==> src/rtl/ifetch_queue.sv <==
`default_nettype none
// ============================================================================
//  Module   : ifetch_queue
//  Purpose  : Instruction-fetch front end. Issues pipelined, in-order fetch
//             requests to instruction memory (up to DEPTH outstanding),
//             buffers returned words with their PCs in a DEPTH-entry FIFO and
//             presents them to decode over a valid/ready handshake. A
//             redirect flushes the FIFO and marks outstanding requests as
//             stale so their responses are dropped. Misaligned fetch PCs are
//             flagged per entry for the AdEL exception.
//  Ports    :
//    clk          in   clock, rising edge
//    rst          in   synchronous active-high reset
//    im_req       out  fetch request (memory accepts every asserted cycle)
//    im_addr      out  word-aligned fetch address
//    im_rvalid    in   response valid (in order, one per request)
//    im_rdata     in   response instruction word
//    redirect     in   flush and restart fetch at redirect_pc
//    redirect_pc  in   new fetch address (may be misaligned)
//    out_valid    out  head entry valid
//    out_ready    in   decode accepts the head entry
//    out_ins      out  head instruction word
//    out_pc       out  head PC
//    out_adel     out  head PC was misaligned
//  Revision : 1.0  initial release
// ============================================================================
module ifetch_queue #(
    parameter int                ADDR_W   = 32,
    parameter int                INS_W    = 32,
    parameter int                DEPTH    = 4,
    parameter logic [ADDR_W-1:0] RESET_PC = 32'h0000_3000
) (
    input  logic              clk,
    input  logic              rst,
    output logic              im_req,
    output logic [ADDR_W-1:0] im_addr,
    input  logic              im_rvalid,
    input  logic [INS_W-1:0]  im_rdata,
    input  logic              redirect,
    input  logic [ADDR_W-1:0] redirect_pc,
    output logic              out_valid,
    input  logic              out_ready,
    output logic [INS_W-1:0]  out_ins,
    output logic [ADDR_W-1:0] out_pc,
    output logic              out_adel
);

    localparam int PW = $clog2(DEPTH);   // pointer width
    localparam int CW = PW + 1;          // counter width, holds 0..DEPTH
    localparam int SW = CW + 2;          // credit sum width, no overflow

    localparam logic [ADDR_W-1:0] c_PC_STEP = ADDR_W'(4);
    localparam logic [SW-1:0]     c_CREDITS = SW'(DEPTH);

    // ------------------------------------------------------------------
    // State
    // ------------------------------------------------------------------
    logic [ADDR_W-1:0] fetch_pc_q, fetch_pc_d;
    logic [ADDR_W-1:0] resp_pc_q,  resp_pc_d;
    logic [CW-1:0]     count_q,    count_d;
    logic [CW-1:0]     inflight_q, inflight_d;
    logic [CW-1:0]     discard_q,  discard_d;
    logic [PW-1:0]     rd_ptr_q,   rd_ptr_d;
    logic [PW-1:0]     wr_ptr_q,   wr_ptr_d;

    // FIFO storage is intentionally left unreset; count gates visibility.
    logic [INS_W-1:0]  ins_mem_q  [DEPTH];
    logic [ADDR_W-1:0] pc_mem_q   [DEPTH];
    logic              adel_mem_q [DEPTH];

    logic [SW-1:0]     w_credit_sum;
    logic              w_push;
    logic              w_pop;
    logic              w_drop;

    // Every outstanding request (live or stale) and every buffered entry
    // holds one credit, so a returning response always has a free slot.
    assign w_credit_sum = SW'(count_q) + SW'(inflight_q) + SW'(discard_q);

    assign im_req  = !rst && !redirect && (w_credit_sum < c_CREDITS);
    assign im_addr = {fetch_pc_q[ADDR_W-1:2], 2'b00};

    assign out_valid = !rst && (count_q != '0);
    assign out_ins   = out_valid ? ins_mem_q[rd_ptr_q]  : '0;
    assign out_pc    = out_valid ? pc_mem_q[rd_ptr_q]   : '0;
    assign out_adel  = out_valid ? adel_mem_q[rd_ptr_q] : 1'b0;

    // A response either retires one stale request or lands in the FIFO.
    assign w_drop = im_rvalid && (discard_q != '0);
    assign w_push = !rst && !redirect && im_rvalid && (discard_q == '0);
    assign w_pop  = !redirect && out_valid && out_ready;

    // ------------------------------------------------------------------
    // Next-state logic
    // ------------------------------------------------------------------
    always_comb begin
        fetch_pc_d = fetch_pc_q;
        resp_pc_d  = resp_pc_q;
        count_d    = count_q;
        inflight_d = inflight_q;
        discard_d  = discard_q;
        rd_ptr_d   = rd_ptr_q;
        wr_ptr_d   = wr_ptr_q;

        if (redirect) begin
            // Everything outstanding becomes stale. A response arriving now
            // belongs to either the stale or the live pool (pre-redirect
            // view), and in both cases it retires one of the summed credits.
            count_d    = '0;
            rd_ptr_d   = wr_ptr_q;
            discard_d  = discard_q + inflight_q - CW'(im_rvalid);
            inflight_d = '0;
            fetch_pc_d = redirect_pc;
            resp_pc_d  = redirect_pc;
        end else begin
            if (im_req) begin
                fetch_pc_d = fetch_pc_q + c_PC_STEP;
            end
            inflight_d = inflight_q + CW'(im_req) - CW'(w_push);
            if (w_drop) begin
                discard_d = discard_q - CW'(1);
            end
            count_d = count_q + CW'(w_push) - CW'(w_pop);
            if (w_push) begin
                wr_ptr_d  = wr_ptr_q + PW'(1);
                resp_pc_d = resp_pc_q + c_PC_STEP;
            end
            if (w_pop) begin
                rd_ptr_d = rd_ptr_q + PW'(1);
            end
        end
    end

    always_ff @(posedge clk) begin
        if (rst) begin
            fetch_pc_q <= RESET_PC;
            resp_pc_q  <= RESET_PC;
            count_q    <= '0;
            inflight_q <= '0;
            discard_q  <= '0;
            rd_ptr_q   <= '0;
            wr_ptr_q   <= '0;
        end else begin
            fetch_pc_q <= fetch_pc_d;
            resp_pc_q  <= resp_pc_d;
            count_q    <= count_d;
            inflight_q <= inflight_d;
            discard_q  <= discard_d;
            rd_ptr_q   <= rd_ptr_d;
            wr_ptr_q   <= wr_ptr_d;
        end
    end

    // The entry keeps the PC as fetched (low bits included) for AdEL.
    always_ff @(posedge clk) begin
        if (w_push) begin
            ins_mem_q[wr_ptr_q]  <= im_rdata;
            pc_mem_q[wr_ptr_q]   <= resp_pc_q;
            adel_mem_q[wr_ptr_q] <= (resp_pc_q[1:0] != 2'b00);
        end
    end

endmodule
`default_nettype wire

==> config.mk <==
export PLATFORM = sky130hd
export DESIGN_NAME = ifetch_queue
export DESIGN_NICKNAME = d
export VERILOG_FILES = /design/src/rtl/ifetch_queue.sv
export SDC_FILE = /design/constraint.sdc
export NUM_CORES = 1
export LEC_CHECK = 0
export ABC_AREA = 1
export CORE_ASPECT_RATIO = 0.5
export CORE_UTILIZATION = 40
export DETAILED_ROUTE_END_ITERATION = 10
export PLACE_DENSITY_LB_ADDON = 0.3
export RECOVER_POWER = 50
export SYNTH_ARGS = -nofsm -noshare
export SYNTH_HDL_FRONTEND = slang
export SYNTH_SLANG_ARGS = --single-unit
export TNS_END_PERCENT = 20
==> constraint.sdc <==
create_clock -name clk -period 11.46 [get_ports clk]
set_input_delay 2.292 -clock clk [delete_from_list [all_inputs] [get_ports clk]]
set_output_delay 2.292 -clock clk [all_outputs]
set_load 0.01 [all_outputs]
==> summary.md <==
| Metric | Value |
|---|---|
| Outcome | `finished, violations left` |
| Violated checks | `max-capacitance violations, max-slew violations` |
| Vias per std cell | `5.06` |
| Top cell type by total area after synthesis | `sky130_fd_sc_hd__edfxtp_1` |
| Count of antenna-violating nets left after detailed routing | `0` |
| Maximum level of the CTS H-tree | `2` |
| Wire length of the first global-routing pass | `60400 um` |
| Clock edge transition at the registers on the reported setup and hold paths | `0.06 ns` |
| Buffers inserted during post-CTS setup optimization | `0` |
| Fraction of layout cells with a size suffix above 1 | `4.97%` |
| Proportion of synthesized flip-flops having asynchronous set or reset | `0%` |
| Tightest Pin Transition | `1.69 ns` |
| Initial antenna violation count | `0` |
| Synth top area share | `51.2%` |
| Iteration-0 DRC Markers | `869` |
| Clock buffers created by TritonCTS | `34` |
| Pre-CTS setup slack | `4.56 ns` |
| Estimated wirelength of the detail-placed design | `25000 um` |
| Path type of the worst min-delay path | `reg -> reg` |
| Layout overhead on the synthesized area | `20.2%` |
| Signal arrival time at the worst endpoint | `6.23 ns` |
| Hold_buf cts | `0` |
| Clk buf depth | `3` |
| Launching element type of the critical path | `primary input` |
| Category of the worst setup path capture point | `output port` |
| Proportion of synthesized chip area in sequential cells | `61.4%` |
| Share of the clock period used by the worst path after layout | `74.3%` |
| Static leakage | `6.51 nW` |
| Vias in the first global route | `10700` |
| Final worst-path setup slack | `2.94 ns` |
| Unrepaired setup endpoints after global routing | `false` |
| Number of distinct library cells after synthesis | `46` |
| Die outline height | `140 um` |
| Largest fanout of any net on the critical path | `35` |
| Count of standard-cell rows | `50` |
| Core area | `37500 um^2` |
| Number of synthesized flops with an enable pin | `260` |
| Peak supply drop | `0.0834 mV` |
| Power density cells | `147 nW/um^2` |
| Starting density of the core | `40.7%` |
| NumNets Final | `1837` |
| Final clock skew | `0.0207 ns` |
| Skew-Pair Late Insertion Delay | `0.53 ns` |
| Top-Level Pins | `168` |
| Total via count in the routed design | `11500` |
| GP Congestion | `0.872` |
| Required arrival time at the worst endpoint | `9.17 ns` |
| Final slew viol count | `36` |
| Overall routing resource usage | `20.1%` |
| Die area | `38900 um^2` |
| Final hold violations | `0` |
| Post-route setup TNS | `0 ns` |
| Port Buffers | `165` |
| Reported max-cap violation count | `1` |
| Worst slew slack as a fraction of its limit | `-12.7%` |
| Highest attainable clock frequency | `117 MHz` |
| Cells after synthesis | `1606` |
| Total Wirelength | `39400 um` |
| Total gr overflow | `0` |
| Top cells by area, synth | `sky130_fd_sc_hd__edfxtp_1 (51%), sky130_fd_sc_hd__dfxtp_1 (10%), sky130_fd_sc_hd__nor2_1 (9.1%)` |
| TritonCTS clock tree | `done` |
| Residual DRC | `0` |
| Main synth FF type | `sky130_fd_sc_hd__edfxtp_1` |
| Yosys warns | `0` |
| Pin count of the biggest net entering global routing | `77` |
| Critical path type | `in -> out` |
| Clock root cell | `sky130_fd_sc_hd__clkbuf_16` |
| Number of diodes added for antenna fixing | `0` |
| Post-layout min period | `8.52 ns` |
| Length of the first detailed-routing pass in iterations | `5` |
| Wire length per cell | `17.4 um` |
| Synth Register Bits | `337` |
| Number of failing setup endpoints in the final timing report | `0` |
| Count of clock tree sinks | `337` |
| # resized after CTS | `0` |
| Die X | `278 um` |
| Number of fill cells | `3409` |
| Syn avg cell area | `9.49 um^2` |
| Cell area after technology mapping | `15200 um^2` |
| Min Hold Slack | `0.518 ns` |
| Overall power of the completed layout | `2.70 mW` |
synthesized netlist by cell type, types with 2 or more instances:
master / count
sky130_fd_sc_hd__nor2_1: 368
sky130_fd_sc_hd__edfxtp_1: 260
sky130_fd_sc_hd__nand2_1: 247
sky130_fd_sc_hd__o21ai_0: 171
sky130_fd_sc_hd__inv_1: 114
sky130_fd_sc_hd__a21oi_1: 110
sky130_fd_sc_hd__dfxtp_1: 77
sky130_fd_sc_hd__nand3_1: 59
sky130_fd_sc_hd__clkbuf_1: 43
sky130_fd_sc_hd__buf_2: 20
sky130_fd_sc_hd__ha_1: 17
sky130_fd_sc_hd__xor2_1: 17
sky130_fd_sc_hd__a31oi_1: 10
sky130_fd_sc_hd__nor3_1: 8
sky130_fd_sc_hd__nor2_2: 7
sky130_fd_sc_hd__buf_6: 6
sky130_fd_sc_hd__fa_1: 6
sky130_fd_sc_hd__o211ai_1: 6
sky130_fd_sc_hd__o21ai_1: 6
sky130_fd_sc_hd__xnor2_1: 6
sky130_fd_sc_hd__nand4_1: 5
sky130_fd_sc_hd__buf_1: 4
sky130_fd_sc_hd__inv_2: 4
sky130_fd_sc_hd__nand2_4: 3
sky130_fd_sc_hd__nand3b_1: 3
sky130_fd_sc_hd__o21bai_1: 3
sky130_fd_sc_hd__o22ai_1: 3
sky130_fd_sc_hd__or2_2: 3
sky130_fd_sc_hd__buf_4: 2
sky130_fd_sc_hd__inv_6: 2
critical path, cell delays in order:
cell                              delay, ns
sky130_fd_sc_hd__dlygate4sd3_1         0.52
sky130_fd_sc_hd__clkbuf_1              1.21
sky130_fd_sc_hd__inv_6                 0.24
sky130_fd_sc_hd__nand2_1               0.45
sky130_fd_sc_hd__a211oi_1              0.12
sky130_fd_sc_hd__nand2_1               0.63
sky130_fd_sc_hd__inv_6                 0.19
sky130_fd_sc_hd__clkdlybuf4s50_1       0.54
metal layers:
| metal | up-vias | global-route usage (%) | part of all wire [%] |
|---|---|---|---|
| met1 | 5498 | 26.7 | 45 |
| met4 | 0 | 5.82 | 2.1 |
| met2 | 235 | 34.6 | 49 |
| met5 | - | 0 | 0 |
| li1 | 5668 | - | - |
| met3 | 52 | 2.69 | 4.3 |
state kept, by name, summed over array words and instances (netlist names), named ones only:
signal / count
discard_q: 3
wr_ptr_q: 2
adel_mem_q: 4
ins_mem_q: 128
inflight_q: 3
rd_ptr_q: 2
count_q: 3
pc_mem_q: 128
fetch_pc_q: 30
resp_pc_q: 32
where the power goes:
| part | internal, mW | switching (mW) |
|---|---|---|
| clock network | 0.639 | 0.465 |
| logic | 0.0803 | 0.133 |
| registers | 1.35 | 0.0364 |
| total | 2.07 | 0.634 |
cell usage in the layout, fill, tap and decap left out, types with 5 or more instances in the layout:
cell type                         netlist  final
sky130_fd_sc_hd__ha_1                  17     17
sky130_fd_sc_hd__clkbuf_16              0     35
sky130_fd_sc_hd__nand3_1               59     60
sky130_fd_sc_hd__nand4_1                5      5
sky130_fd_sc_hd__clkinv_2               0      5
sky130_fd_sc_hd__clkdlybuf4s50_1        0    100
sky130_fd_sc_hd__nand2_1              247    249
sky130_fd_sc_hd__nor2_2                 7      6
sky130_fd_sc_hd__inv_1                114    116
sky130_fd_sc_hd__dlygate4sd3_1          0     64
sky130_fd_sc_hd__fa_1                   6      6
sky130_fd_sc_hd__xor2_1                17     17
sky130_fd_sc_hd__xnor2_1                6      6
sky130_fd_sc_hd__clkbuf_1              43      7
sky130_fd_sc_hd__nor2_1               368    366
sky130_fd_sc_hd__o21ai_0              171    173
sky130_fd_sc_hd__a31oi_1               10     10
sky130_fd_sc_hd__o211ai_1               6      6
sky130_fd_sc_hd__dfxtp_1               77     75
sky130_fd_sc_hd__nor3_1                 8      8
sky130_fd_sc_hd__edfxtp_1             260    260
sky130_fd_sc_hd__a21oi_1              110    110
sky130_fd_sc_hd__buf_4                  2     11
sky130_fd_sc_hd__clkinvlp_4             0      6
worst paths after layout:
kind          startpoint       endpoint  slack [ns]  cells past startpoint
min reg2reg  rd_ptr_q[1]       register        0.52                      2
min          rd_ptr_q[1]       register        0.52                      2
max             redirect         im_req        2.94                      8
max reg2reg   count_q[1]  inflight_q[2]        7.48                     12
cell type report:
type	instances	area (um^2)	area share (%)
well taps	494	618	3.37
flip-flops and latches	337	9350	51.1
clock inverters	19	193	1.05
inverters	121	468	2.55
multi-input cells	1074	5040	27.5
clock buffers	42	912	4.98
repair buffers	177	1730	9.46
metrics by stage:
step | utilization (%) | std cells | cell area (um^2)
floorplan | - | 1607 | 15200
global placement | 46.1 | 2203 | 17300
detailed placement | 46.1 | 2203 | 17300
CTS | 49.1 | 2264 | 18400
global route | 48.9 | 2264 | 18300
finish | 48.9 | 2264 | 18300
logic make-up (layout without fill, tap and decap cells):
logic type,after synthesis,after routing,share of synthesized area (%)
xor gates and xnor gates,23,23,1.32
other,1,2,0.0246
DFF,337,337,61.4
AOI/OAI and AO/OA,316,316,10.9
and+or+nand+nor,710,710,18.8
adders and majority gates,23,23,2.18
buffers and inverters,196,359,5.42
Note: power is estimated with default switching activity, not from simulation.
